File: src/rtl/lsu_pkg.sv
`default_nettype none
// ----------------------------------------------------------------------------
// Module      : lsu_pkg
// Description : Shared types and helpers for the load/store controller:
//               access size encodings, FSM state enum, size-to-bytes helper.
// Revision    : 1.0 - initial release
// ----------------------------------------------------------------------------
package lsu_pkg;

  localparam logic [1:0] SZ_B = 2'b00;
  localparam logic [1:0] SZ_H = 2'b01;
  localparam logic [1:0] SZ_W = 2'b10;
  localparam logic [1:0] SZ_D = 2'b11;

  typedef enum logic [2:0] {
    ST_IDLE   = 3'd0,
    ST_LOAD   = 3'd1,
    ST_RMW_RD = 3'd2,
    ST_WRITE  = 3'd3,
    ST_RESP   = 3'd4
  } state_e;

  // Number of bytes covered by an access of the given size (1, 2, 4 or 8).
  function automatic logic [3:0] size_bytes(input logic [1:0] size);
    return 4'd1 << size;
  endfunction

endpackage
`default_nettype wire

File: src/rtl/lsu_load_ext.sv
`default_nettype none
// ----------------------------------------------------------------------------
// Module      : lsu_load_ext
// Description : Combinational load extender. Keeps the low N bytes of the RAM
//               word and sign- or zero-extends them to 64 bits.
// Revision    : 1.0 - initial release
// ----------------------------------------------------------------------------
module lsu_load_ext
  import lsu_pkg::*;
(
  input  logic [63:0] data_i,
  input  logic [1:0]  size_i,
  input  logic        unsigned_i,
  output logic [63:0] ext_o
);

  // Select the access width and fill the upper bits with zero or the sign bit.
  always_comb begin
    ext_o = data_i;
    case (size_i)
      SZ_B: ext_o = unsigned_i ? {56'd0, data_i[7:0]}  : {{56{data_i[7]}},  data_i[7:0]};
      SZ_H: ext_o = unsigned_i ? {48'd0, data_i[15:0]} : {{48{data_i[15]}}, data_i[15:0]};
      SZ_W: ext_o = unsigned_i ? {32'd0, data_i[31:0]} : {{32{data_i[31]}}, data_i[31:0]};
      default: ext_o = data_i;
    endcase
  end

endmodule
`default_nettype wire

File: src/rtl/lsu_mem_ctrl.sv
`default_nettype none
// ----------------------------------------------------------------------------
// Module      : lsu_mem_ctrl
// Description : Single-outstanding load/store controller for a 64-bit wide,
//               byte-addressed RAM. Sub-word stores are done as read-modify-
//               write because the RAM always writes all eight bytes.
// Revision    : 1.0 - initial release
// ----------------------------------------------------------------------------
module lsu_mem_ctrl
  import lsu_pkg::*;
#(
  parameter int unsigned MEM_BYTES = 5000
) (
  input  logic        clk_i,
  input  logic        rst_i,
  input  logic        req_valid_i,
  output logic        req_ready_o,
  input  logic        req_we_i,
  input  logic [1:0]  req_size_i,
  input  logic        req_unsigned_i,
  input  logic [63:0] req_addr_i,
  input  logic [63:0] req_wdata_i,
  output logic        resp_valid_o,
  output logic [63:0] resp_rdata_o,
  output logic        resp_err_o,
  output logic [63:0] mem_addr_o,
  output logic [63:0] mem_wdata_o,
  output logic        mem_wen_o,
  input  logic [63:0] mem_rdata_i
);

  state_e      state_q, state_d;
  logic        we_q, we_d;
  logic [1:0]  size_q, size_d;
  logic        uns_q, uns_d;
  logic [63:0] addr_q, addr_d;
  logic [63:0] wdata_q, wdata_d;
  logic [63:0] merged_q, merged_d;
  logic [63:0] rdata_q, rdata_d;
  logic        err_q, err_d;

  logic [3:0]  req_n;
  logic        req_misaligned;
  logic        req_out_of_range;
  logic [64:0] req_end;
  logic [3:0]  cur_n;
  logic [63:0] load_ext;
  logic [63:0] rmw_merged;

  // Request error check on the raw inputs; the end address is formed at 65 bits
  // so a request near the top of the 64-bit space cannot wrap into range.
  always_comb begin
    req_n            = size_bytes(req_size_i);
    req_misaligned   = |(req_addr_i[2:0] & (req_n[2:0] - 3'd1));
    req_end          = {1'b0, req_addr_i} + 65'd8;
    req_out_of_range = req_end > 65'(MEM_BYTES);
  end

  lsu_load_ext u_load_ext (
    .data_i     (mem_rdata_i),
    .size_i     (size_q),
    .unsigned_i (uns_q),
    .ext_o      (load_ext)
  );

  // Replace the low N byte lanes of the RAM word with the store data lanes.
  always_comb begin
    cur_n      = size_bytes(size_q);
    rmw_merged = mem_rdata_i;
    for (int b = 0; b < 8; b++) begin
      if (4'(b) < cur_n) begin
        rmw_merged[8*b +: 8] = wdata_q[8*b +: 8];
      end
    end
  end

  // Next-state and output decode; response registers only change when RESP is entered.
  always_comb begin
    state_d      = state_q;
    we_d         = we_q;
    size_d       = size_q;
    uns_d        = uns_q;
    addr_d       = addr_q;
    wdata_d      = wdata_q;
    merged_d     = merged_q;
    rdata_d      = rdata_q;
    err_d        = err_q;
    req_ready_o  = 1'b0;
    resp_valid_o = 1'b0;
    mem_addr_o   = 64'd0;
    mem_wdata_o  = 64'd0;
    mem_wen_o    = 1'b0;
    case (state_q)
      ST_IDLE: begin
        req_ready_o = !rst_i;
        if (req_valid_i) begin
          we_d    = req_we_i;
          size_d  = req_size_i;
          uns_d   = req_unsigned_i;
          addr_d  = req_addr_i;
          wdata_d = req_wdata_i;
          if (req_misaligned || req_out_of_range) begin
            rdata_d = 64'd0;
            err_d   = 1'b1;
            state_d = ST_RESP;
          end else if (!req_we_i) begin
            state_d = ST_LOAD;
          end else if (req_size_i == SZ_D) begin
            merged_d = req_wdata_i;
            state_d  = ST_WRITE;
          end else begin
            state_d = ST_RMW_RD;
          end
        end
      end
      ST_LOAD: begin
        mem_addr_o = addr_q;
        rdata_d    = load_ext;
        err_d      = 1'b0;
        state_d    = ST_RESP;
      end
      ST_RMW_RD: begin
        mem_addr_o = addr_q;
        merged_d   = rmw_merged;
        state_d    = ST_WRITE;
      end
      ST_WRITE: begin
        mem_addr_o  = addr_q;
        mem_wdata_o = merged_q;
        mem_wen_o   = !rst_i;
        rdata_d     = 64'd0;
        err_d       = 1'b0;
        state_d     = ST_RESP;
      end
      ST_RESP: begin
        resp_valid_o = !rst_i;
        state_d      = ST_IDLE;
      end
      default: state_d = ST_IDLE;
    endcase
  end

  assign resp_rdata_o = rdata_q;
  assign resp_err_o   = err_q;

  // State and request/response registers with synchronous reset.
  always_ff @(posedge clk_i) begin
    if (rst_i) begin
      state_q  <= ST_IDLE;
      we_q     <= 1'b0;
      size_q   <= SZ_B;
      uns_q    <= 1'b0;
      addr_q   <= 64'd0;
      wdata_q  <= 64'd0;
      merged_q <= 64'd0;
      rdata_q  <= 64'd0;
      err_q    <= 1'b0;
    end else begin
      state_q  <= state_d;
      we_q     <= we_d;
      size_q   <= size_d;
      uns_q    <= uns_d;
      addr_q   <= addr_d;
      wdata_q  <= wdata_d;
      merged_q <= merged_d;
      rdata_q  <= rdata_d;
      err_q    <= err_d;
    end
  end

endmodule
`default_nettype wire
File: config.mk
export PLATFORM = sky130hd
export DESIGN_NAME = lsu_mem_ctrl
export DESIGN_NICKNAME = d
export VERILOG_FILES = /design/src/rtl/lsu_pkg.sv /design/src/rtl/lsu_load_ext.sv /design/src/rtl/lsu_mem_ctrl.sv
export SDC_FILE = /design/constraint.sdc
export NUM_CORES = 1
export LEC_CHECK = 0
export BUFFER_PORTS_ARGS = -buffer_cell sky130_fd_sc_hd__buf_2
export CAP_MARGIN = 20
export CORE_UTILIZATION = 48
export CTS_CLUSTER_DIAMETER = 120
export DETAILED_ROUTE_END_ITERATION = 10
export GPL_TIMING_DRIVEN = 0
export HOLD_SLACK_MARGIN = 0.05
export PLACE_DENSITY = 0.78
export SLEW_MARGIN = 20
export SYNTH_ARGS = -nofsm -noshare
export SYNTH_HDL_FRONTEND = slang
export SYNTH_SLANG_ARGS = --single-unit
File: constraint.sdc
create_clock -name clk_i -period 4 [get_ports clk_i]
set_input_delay 0.6 -clock clk_i [delete_from_list [all_inputs] [get_ports clk_i]]
set_output_delay 0.6 -clock clk_i [all_outputs]
set_load 0.005 [all_outputs]
## Word level (Yosys, flattened, before mapping)

Cells that the tools add are included.

- Register bits: 263
- Output and inout bits: 196
- Bits of input ports: 199
- Logic and storage cells: 81

- Bitwise logic cells: 1
- Multiplexer cells: 33
- Reduce and logical (&&, ||, !) cells: 14
- Magnitude comparators: 9
- Equal/unequal tests: 12
- Shift-type cells: 2
- Add/sub/neg operators: 2

Operators by type and width:

| kind | number |
|---|---|
| 64-bit 2-to-1 mux | 11 |
| 64-bit one-hot mux with 3 select lines | 2 |
| 64-bit one-hot mux with 2 select lines | 1 |
| 64-bit by 4-bit adder with 65-bit output (second input constant) | 1 |
| 65-bit by 13-bit greater-than comparator with 1-bit output (second input constant) | 1 |
| 8-bit 2-to-1 mux | 8 |
| 3-bit by 4-bit less-than comparator with 1-bit output (first input constant) | 4 |
| 2-bit != test (second input constant) | 5 |
| 3-bit one-hot mux with 3 select lines | 1 |
| 1-bit by 4-bit less-than comparator with 1-bit output (first input constant) | 2 |
| 2-bit by 4-bit less-than comparator with 1-bit output (first input constant) | 2 |
| 3-bit by 2-bit == test with 1-bit output (second input constant) | 2 |
| 1-bit 2-to-1 mux | 6 |
| 3-bit 2-to-1 mux | 2 |
| 3-bit AND reduction | 2 |
| 3-bit OR reduction | 2 |
| 5-bit AND reduction | 1 |
| 2-bit == test (second input constant) | 2 |
| 2-bit nonzero test | 2 |
| 1-bit by 2-bit left shift with 4-bit output (first input constant) | 1 |
| 3-bit bitwise AND | 1 |
| 3-bit by 1-bit == test with 1-bit output (second input constant) | 1 |
| 3-bit == test (second input constant) | 1 |
| 3-bit logical NOT | 1 |
| other kinds (11) | 11 |

## Longest topological paths before layout

Gate-level depths: netlist (run 1).

- Depth in word-level cells: 8
- Gate-level depth with buffers: 14
- Gate-level depth less buffers: 11

## Modules after synthesis

A second synthesis (run 1) with hierarchy kept.

- Cell total of the unflattened synthesis: 1,859
- Area total of the unflattened synthesis: 13,984.7 um2

Modules (own cells, without submodules):

| module | cells an instance | sequential area each (um2) | area each (um2) | times used |
|---|---|---|---|---|
| lsu_mem_ctrl | 1,709 | 5,265.0 | 13,131.3 | 1 |
| lsu_load_ext | 150 | 0.0 | 853.3 | 1 |

## Least setup slack after synthesis (run 1)

OpenSTA, ideal clock, no wires.

- Path kind: input to register
- Start point: input port req_addr_i[3]
- End point: register merged_q[12]
- Arrival: 3.758 ns
- Path buffers: 2
- Required time: 3.870 ns
- Library setup time: 0.130 ns
- Stages: 12
- Slack: 0.112 ns
- Cell sequence: ha_1 -> nand4_1 -> nor4_4 -> nand4_4 -> nor4b_1 -> mux2_2 -> a2111o_1 -> or3_4 -> nor4_4 -> buf_4 -> buf_4 -> o41ai_1

- Word-level cells in the longest chain between the ends: 5

Ends and longest elaborated chain:

| item | RTL line | text |
|---|---|---|
| from (decl) | lsu_mem_ctrl.sv:21 | `input logic [63:0] req_addr_i,` |
| 64-bit by 4-bit adder with 65-bit output | lsu_mem_ctrl.sv:55 | `req_end = {1'b0, req_addr_i} + 65'd8;` |
| 65-bit by 13-bit greater-than comparator with 1-bit output | lsu_mem_ctrl.sv:56 | `req_out_of_range = req_end > 65'(MEM_BYTES);` |
| 1-bit logical OR | lsu_mem_ctrl.sv:102 | `if (req_misaligned \|\| req_out_of_range) begin` |
| 2-bit != test (no line) | -- |  |
| 5-bit AND reduction (no line) | -- |  |
| to (signal assigned) | lsu_mem_ctrl.sv:165 | `merged_q <= merged_d;` |
| to (decl) | lsu_mem_ctrl.sv:38 | `logic [63:0] merged_q, merged_d;` |

No other way between the ends.
A chain may end at the register's enable or synchronous reset.

## Worst setup path in the final report (run 1)

- Start point: input port req_addr_i[3]
- End point: register rdata_q[63], in the netlist resp_rdata_o[63]

- Word-level cells in the longest chain between the ends: 5

Ends and longest elaborated chain:

| item | RTL line | text |
|---|---|---|
| 64-bit by 4-bit adder with 65-bit output | lsu_mem_ctrl.sv:55 |  |
| 65-bit by 13-bit greater-than comparator with 1-bit output | lsu_mem_ctrl.sv:56 |  |
| 1-bit logical OR | lsu_mem_ctrl.sv:102 |  |
| 2-bit != test (no line) | -- |  |
| 3-bit AND reduction (no line) | -- |  |
| to (signal assigned) | lsu_mem_ctrl.sv:166 | `rdata_q <= rdata_d;` |
| to (decl) | lsu_mem_ctrl.sv:39 | `logic [63:0] rdata_q, rdata_d;` |

No other way between the ends.

==> impl_metrics.toml, run 1 <==
[floorplanning]
die_w_um = 171
coreArea_sq_um = 27900
rows = 61
num_io_pins = 395
start_util_pct = 48.9
die_y_um = 171
dieArea_sq_um = 29100

[critical_path]
endpoint_kind = "flip-flop"
crit_fanout = 10
r2r_setup_slack_ns = 0.87
worstPathArrival_ns = 4.31
startpoint_type = "input pin"
required_ns = 4.50
criticalPathCategory = "in -> reg"
timing.rr.start = "state_q[0]"
cp-startpoint = "req_addr_i[3]"

[sta]
hold_violations = 0
worst_pin_slew_ns = 1.02
setup_viol = 0
finalCritPeriodShare_pct = 95.2
fin_skew_ns = 0.0299
period_minus_slack_ns = 3.81
fmax_mhz = 262
drv_slew = 0
relSlewSlack_pct = 31.8

[power]
total_power_w = 0.00605
leakagePower_nw = 7.35
power_density_nw_per_um2 = 354
peakVddDrop_mv = 0.329

[global_route]
overflow = 0
grt_pass1_vias = 13900
antenna_found_initial = 13
grt_max_degree = 15
grt.total_usage_pct = 32.2
grt_pass1_wl_mm = 73.7

[routing]
wl_met1_mm = 19.6
wl_met3_mm = 4.17
top_layer = "met5"
dr_total_vias = 15000
drt_iter0_markers = 1268
postRouteAntennaNets = 0
remaining_drc_errors = 0
first_pass_iters = 6
wirelength_mm = 48.9
wl_met2_mm = 23.1
routedWlPerCell_um = 18.6
viasPerCell = 5.70

[clocking]
clock-sinks = 263
clk_latency_ns = 0.56
cts_tree = "yes"
clockBufferDepth = 3
clk_pin_slew_ns = 0.06
hold_buffers = 0
ctsHtreeMaxLevel = 1
cts_made_buffers = 29
cts-root-buf = "clkbuf_16"

[layout]
nets = 2415
final_cells = 2624
fillers = 2551
areaGrowthSynthToFinish_pct = 25.4
drive_gt1_share_pct = 23.0
layout_common_cells = "391 x buf_2, 369 x nand2_1, 263 x dfxtp_1, 163 x a21oi_1"
final_common_cell = "buf_2"

[run]
drv_cap = 0

[synthesis]
synth.cell_area_sq_um = 13600
synth_cells = 1790
async_reset_ff_share_pct = 0
ys_ff_latch = 263
ys.flop_type = "dfxtp_1"
ys_seq_area_share_pct = 38.6
syn-num-nets = 1991
synthDistinctLibCells = 67
synth_edf_count = 0
avgSynthCellArea_sq_um = 7.62
yosys_warnings = 0

[placed_design]
gp_congestion = 0.927
port-buffer-count = 389
numPlacedInstances = 2559
hpwl_mm = 37.4

[hold_path]
hold_class = "in -> reg"
min_from = "mem_rdata_i[0]"

[run_status]
status = "completed"
-- where the power goes --
group	internal (W)	switching [W]	total (W)
sequential	0.00270	0.0000382	0.00274
clock	0.00157	0.00109	0.00266
combinational	0.000223	0.000433	0.000655
total	0.00449	0.00156	0.00605
-- worst max-delay path, cell delays in order --
cell      delay (ns)
buf_2           0.18
ha_4            0.20
nand4_1         0.19
nor4_4          0.36
nand4_4         0.23
nor4b_2         0.35
mux2_2          0.36
a2111o_1        0.47
or3_4           0.42
o21ai_1         0.17
a22o_1          0.15
buf_4           0.24
buf_4           0.23
a21bo_2         0.14
-- flip-flops by register name, indices dropped and copies added, names as in the netlist --
signal / flops
addr_q: 64
merged_q: 64
resp_err_o: 1
resp_rdata_o: 64
size_q: 2
state_q: 3
uns_q: 1
wdata_q: 64
-- synthesized netlist by cell type, drive strengths merged (14+ instances only) --
library cell,n,area [sq um]
nand2,369,1390
dfxtp,263,5270
a21oi,163,816
and2,134,838
clkbuf,130,488
o21ai,103,515
nor2,85,319
inv,67,251
nand3,58,290
o41ai,57,499
a311oi,41,359
a21bo,32,320
nand4,29,218
a21o,25,188
nor3,24,125
mux2i,23,230
buf,21,151
a211oi,19,143
nor4,15,145
xnor2,14,123
-- final cells by class --
cell class                      instances  area (sq um)  area share, %
Multi-Input combinational cell       1309          7510           44.0
Sequential cell                       263          5270           30.8
Timing Repair Buffer                  393          1970           11.5
Clock buffer                           42           835           4.88
Buffer                                151           647           3.78
Tap cell                              378           473           2.77
Inverter                               67           251           1.47
Clock inverter                          9           106          0.622
Antenna cell                           12          30.0          0.176
-- path summary, 6_finish.rpt --
kind,endpoint,cells after the start
hold reg to reg,resp_rdata_o[21],1
setup / recovery,resp_rdata_o[63],14
setup reg to reg,merged_q[59],10
hold / removal,resp_rdata_o[0],2
-- layer usage --
metal  vias to the layer above  global-route usage, %
met5                         -                      0
met4                         4                   14.8
met3                       115                   6.82
met2                       705                   54.7
met1                      7006                   38.8
li1                       7127                      -
-- cells by family after synthesis --
group | count (synthesis) | synth area share [%]
simple gates | 766 | 27.2
xor+xnor | 23 | 1.48
mux | 26 | 1.94
compound gates | 492 | 24.0
buf+inv | 218 | 6.53
flops | 263 | 38.6
fa+ha+maj | 2 | 0.183
-- repair_timing --
action | 4_1_cts | 5_1_grt
setup endpoints to repair | 116 | 113
setup buffers | 2 | 0
gates cloned | 0 | 0
gates resized for setup | 0 | 11
pin swaps | 2 | 3
-- metrics by stage --
stage / util (%) / setup slack (ns) / hold slack, ns / area, sq um / setup TNS, ns
after global routing: 61.4 / -0.00580 / 0.276 / 17100 / -0.0186
after CTS: 61.1 / 0.0677 / 0.253 / 17000 / 0
after global placement: 57.6 / -0.820 / 0.430 / 16100 / -86.23
after detailed placement: 57.7 / -0.887 / 0.433 / 16100 / -92.04
final: 61.4 / 0.190 / 0.273 / 17100 / 0
after floorplan: - / 0.112 / 0.432 / 13600 / 0
Note: power is estimated with default switching activity, not from simulation.
==> run 2, diff against run 1 <==
Settings changed: CTS_CLUSTER_DIAMETER 120 to not set, GPL_TIMING_DRIVEN 0 to not set.
==> run 2 against run 1 <==
Die area unchanged; clock skew down 0.013 ns; via count down 3.2%; largest power group unchanged; routed wire length down 7.7%; critical endpoint is now merged_q[49]; final cell count down 3.3%.
==> impl_metrics.toml, run 2 (synthesis gave the netlist of run 1 again) <==
[clocking]
cts-root-buf = "clkbuf_16"
clk_pin_slew_ns = 0.06
post_cts_buffers = 0
post_cts_resized = 0
clock-sinks = 263
ctsHtreeMaxLevel = 1
clk_latency_ns = 0.57
cts_tree = "yes"
hold_buffers = 0
cts_made_buffers = 29
clockBufferDepth = 3

[run]
drv_cap = 0

[critical_path]
startpoint_type = "input pin"
slowest_delay_ns = 0.41
required_ns = 4.45
crit_slowest_cell = "or3_4"
cp_cell_sequence = "buf_2 -> ha_1 -> nand4_1 -> nor4_4 -> nand4_4 -> nor4b_1 -> mux2_2 -> a2111o_1 -> or3_4 -> nor4_4 -> buf_12 -> buf_12 -> o21ai_1 -> o41ai_1"
crit_fanout = 29
crit_family = "simple AND/OR/NAND/NOR gates"
worstPathArrival_ns = 4.00
endpoint_kind = "flip-flop"
criticalPathCategory = "in -> reg"
crit_buf_inv = 3

[layout]
design_area_sq_um = 17100
final_common_cell = "buf_2"
drive_gt1_share_pct = 26.3
post-route-util_pct = 61.3
areaGrowthSynthToFinish_pct = 25.2
multi_input_area_sq_um = 7510
area.sequential_sq_um = 5270
fillers = 2486
layout_common_cells = "393 x buf_2, 368 x nand2_1, 261 x dfxtp_1, 162 x a21oi_1, 133 x and2_1"
final_cells = 2537
nets = 2326

[routing]
wirelength_mm = 45.1
postRouteAntennaNets = 0
first_pass_iters = 6
viasPerCell = 5.71
routedWlPerCell_um = 17.8
drt_iter0_markers = 1470
remaining_drc_errors = 0
dr_total_vias = 14500

[power]
netSwitchingPower_w = 0.00157
p_comb_share_pct = 10.4
p_int_w = 0.00452
p_sw_share_pct = 25.8
leakagePower_nw = 7.42
p_clk_share_pct = 44.6
p_seq_share_pct = 44.9
power_density_nw_per_um2 = 357
peakVddDrop_mv = 0.330

[sta]
fin_hold_ws_ns = 0.245
fmax_mhz = 281
rsz0062_at_grt = "false"
drv_slew = 0
fin_skew_ns = 0.0172
period_minus_slack_ns = 3.56
relSlewSlack_pct = 31.6
worst_pin_slew_ns = 1.03
hold_violations = 0
setup_viol = 0
finalCritPeriodShare_pct = 88.9

[global_route]
antenna_found_initial = 13
grt.total_usage_pct = 29.6
grt_max_degree = 195
overflow = 0
grt_pass1_wl_mm = 68.8
grt_pass1_vias = 13100

[floorplanning]
dieArea_sq_um = 29100
coreArea_sq_um = 27900
rows = 61
start_util_pct = 48.9
die_w_um = 171
num_io_pins = 395
die_y_um = 171

[placed_design]
hpwl_mm = 31.8
numPlacedInstances = 2472
place_area_sq_um = 16100
gp_congestion = 0.930
port-buffer-count = 394

[run_status]
status = "completed"

[hold_path]
hold_class = "in -> reg"
==> run 2: power by group through the flow <==
stage	logic, W	registers [W]	clock network (W)
2_1_floorplan	0.000345	0.00278	0
3_3_place_gp	0.000613	0.00279	0
4_1_cts	0.000627	0.00274	0.00277
5_1_grt	0.000695	0.00274	0.00288
3_5_place_dp	0.000624	0.00279	0
6_report	0.000636	0.00274	0.00272
==> run 2: metal layers <==
metal | up-vias | share of wire (%) | GRT usage (%) | wire length, um
met5 | - | 0.031 | 0 | 14
met2 | 667 | 46 | 48.2 | 20600
met3 | 130 | 8.7 | 6.11 | 3900
li1 | 6943 | - | - | -
met4 | 2 | 4.6 | 13.9 | 2070
met1 | 6733 | 41 | 37.3 | 18500
==> run 2: cell type report <==
cell class	count	area share [%]
multi-input cells	1309	44.0
flip-flops and latches	263	30.9
repair buffers	455	15.0
clock buffers	42	4.95
well taps	378	2.77
inverters	67	1.47
clock inverters	11	0.755
diodes	12	0.176
==> run 2: path summary, 6_finish.rpt <==
path | to | slack (ns) | startpoint | cells after the start
setup / recovery | merged_q[49] | 0.44 | req_addr_i[3] | 14
hold / removal | resp_rdata_o[1] | 0.24 | mem_rdata_i[1] | 2
setup reg to reg | resp_rdata_o[49] | 1.38 | size_q[0] | 5
hold reg to reg | addr_q[31] | 0.45 | addr_q[31] | 2
==> run 2: through the flow <==
step           setup TNS (ns)  total power [W]  setup slack [ns]
6_report                    0          0.00609             0.445
3_3_place_gp                0          0.00340            0.0140
5_1_grt                     0          0.00632             0.302
3_5_place_dp            -2.14          0.00342           -0.0979
2_1_floorplan               0          0.00313             0.112
4_1_cts                     0          0.00613             0.492
==> run 3, diff against run 2 <==
Settings changed: PLACE_DENSITY 0.78 to 0.76.
==> run 3 against run 2 <==
Sequential share of layout area rose by 0.13 points; critical endpoint is now merged_q[41]; routed wire length fell by 0.69%; clock skew fell by 0.0075 ns; worst hold slack improved by 0.019 ns; global-route usage fell by 0.16 points.
==> impl_metrics.toml, run 3 (synthesis gave the netlist of run 1 again) <==
[run_status]
status = "completed"

[layout]
area.sequential_sq_um = 5270
areaGrowthSynthToFinish_pct = 24.7
layout_common_cells = "393 x buf_2, 368 x nand2_1, 261 x dfxtp_1, 162 x a21oi_1, 133 x and2_1"
nets = 2323
post-route-util_pct = 61.0
multi_input_area_sq_um = 7530
final_common_cell = "buf_2"
design_area_sq_um = 17000
fillers = 2516
drive_gt1_share_pct = 26.0

[critical_path]
endpoint_kind = "flip-flop"
worstPathArrival_ns = 3.99
crit_fanout = 28
required_ns = 4.43
criticalPathCategory = "in -> reg"
startpoint_type = "input pin"

[power]
p_sw_share_pct = 25.7
p_clk_share_pct = 43.5
p_comb_share_pct = 10.7
peakVddDrop_mv = 0.286
p_seq_share_pct = 45.8
p_int_w = 0.00444
netSwitchingPower_w = 0.00154
leakagePower_nw = 7.39
power_density_nw_per_um2 = 352

[routing]
routedWlPerCell_um = 17.7
viasPerCell = 5.69
remaining_drc_errors = 0
first_pass_iters = 5
dr_total_vias = 14400
postRouteAntennaNets = 0
drt_iter0_markers = 1312
wirelength_mm = 44.8

[global_route]
overflow = 0
grt_pass1_vias = 13000
grt.total_usage_pct = 29.4
grt_max_degree = 163
antenna_found_initial = 9
grt_pass1_wl_mm = 68.8

[sta]
finalCritPeriodShare_pct = 89.0
rsz0062_at_grt = "false"
fin_skew_ns = 0.00969
period_minus_slack_ns = 3.56
worst_pin_slew_ns = 1.03
setup_viol = 0
drv_slew = 0
fmax_mhz = 281
relSlewSlack_pct = 31.2
hold_violations = 0

[clocking]
cts_tree = "yes"
post_cts_buffers = 0
clk_pin_slew_ns = 0.06
post_cts_resized = 0
clockBufferDepth = 3
ctsHtreeMaxLevel = 1
cts-root-buf = "clkbuf_16"
hold_buffers = 0
clk_latency_ns = 0.55
cts_made_buffers = 29
clock-sinks = 263

[hold_path]
hold_class = "in -> reg"

[floorplanning]
rows = 61
num_io_pins = 395
start_util_pct = 48.9
die_y_um = 171
coreArea_sq_um = 27900
die_w_um = 171
dieArea_sq_um = 29100

[placed_design]
place_area_sq_um = 16000
port-buffer-count = 394
gp_congestion = 0.922
hpwl_mm = 31.5

[run]
drv_cap = 0
==> run 3: changes by cell type in the layout (fill, tap and decap cells not counted) <==
cell | before | now
diode_2 | 12 | 7
clkinv_2 | 5 | 2
bufinv_16 | 2 | 1
nand2_4 | 0 | 1
nor4_4 | 3 | 4
inv_16 | 1 | 0
nand2_2 | 1 | 0
nor4_2 | 2 | 1
clkinv_4 | 0 | 1
clkbuf_1 | 6 | 11
buf_4 | 51 | 48
clkbuf_8 | 8 | 7
==> run 3: worst max-delay path, stage by stage <==
cell	delay (ns)
buf_2	0.09
ha_1	0.18
nand4_1	0.20
nor4_4	0.35
nand4_4	0.14
nor4b_1	0.39
mux2_2	0.38
a2111o_1	0.41
or3_4	0.41
nor4_4	0.28
buf_12	0.19
buf_12	0.17
o21ai_0	0.08
o41ai_1	0.09
==> run 3: metal layers <==
metal  part of all wire, %  up-vias  GRT usage (%)
met5                 0.047        -              0
li1                      -     6924              -
met1                    42     6707           37.5
met3                   8.4      112           6.15
met2                    46      647           48.3
met4                   3.9        4           12.0
==> run 3: area by class of cell <==
class	count	share of cell area, %
repair buffers	452	14.9
multi-input cells	1309	44.3
inverters	67	1.48
well taps	378	2.78
clock buffers	46	5.00
diodes	7	0.103
flip-flops and latches	263	31.0
clock inverters	7	0.427
==> run 3: power by group through the flow <==
stage	sequential, W	combinational (W)	clock (W)
after floorplan	0.00278	0.000345	0
after global placement	0.00279	0.000617	0
after detailed placement	0.00279	0.000627	0
after CTS	0.00274	0.000630	0.00265
after global routing	0.00275	0.000698	0.00275
final	0.00274	0.000638	0.00260
==> run 3: final timing paths <==
check / from / end / slack (ns) / cells past startpoint
setup reg to reg: state_q[1] / addr_q[57] / 1.59 / 5
setup / recovery: req_addr_i[3] / merged_q[41] / 0.44 / 14
hold / removal: mem_rdata_i[4] / resp_rdata_o[4] / 0.26 / 2
hold reg to reg: resp_rdata_o[30] / resp_rdata_o[30] / 0.44 / 1
==> run 3: through the flow <==
step           total power (W)  worst slack (ns)  instances  TNS, ns  hold slack (ns)
2_1_floorplan          0.00313             0.112       1790        0            0.432
3_3_place_gp           0.00341          -0.00652       2469  -0.0342            0.429
3_5_place_dp           0.00342           -0.0975       2469    -3.06            0.434
4_1_cts                0.00602             0.456       2522        0            0.243
5_1_grt                0.00620             0.217       2529        0            0.255
6_report               0.00598             0.439       2529        0            0.264
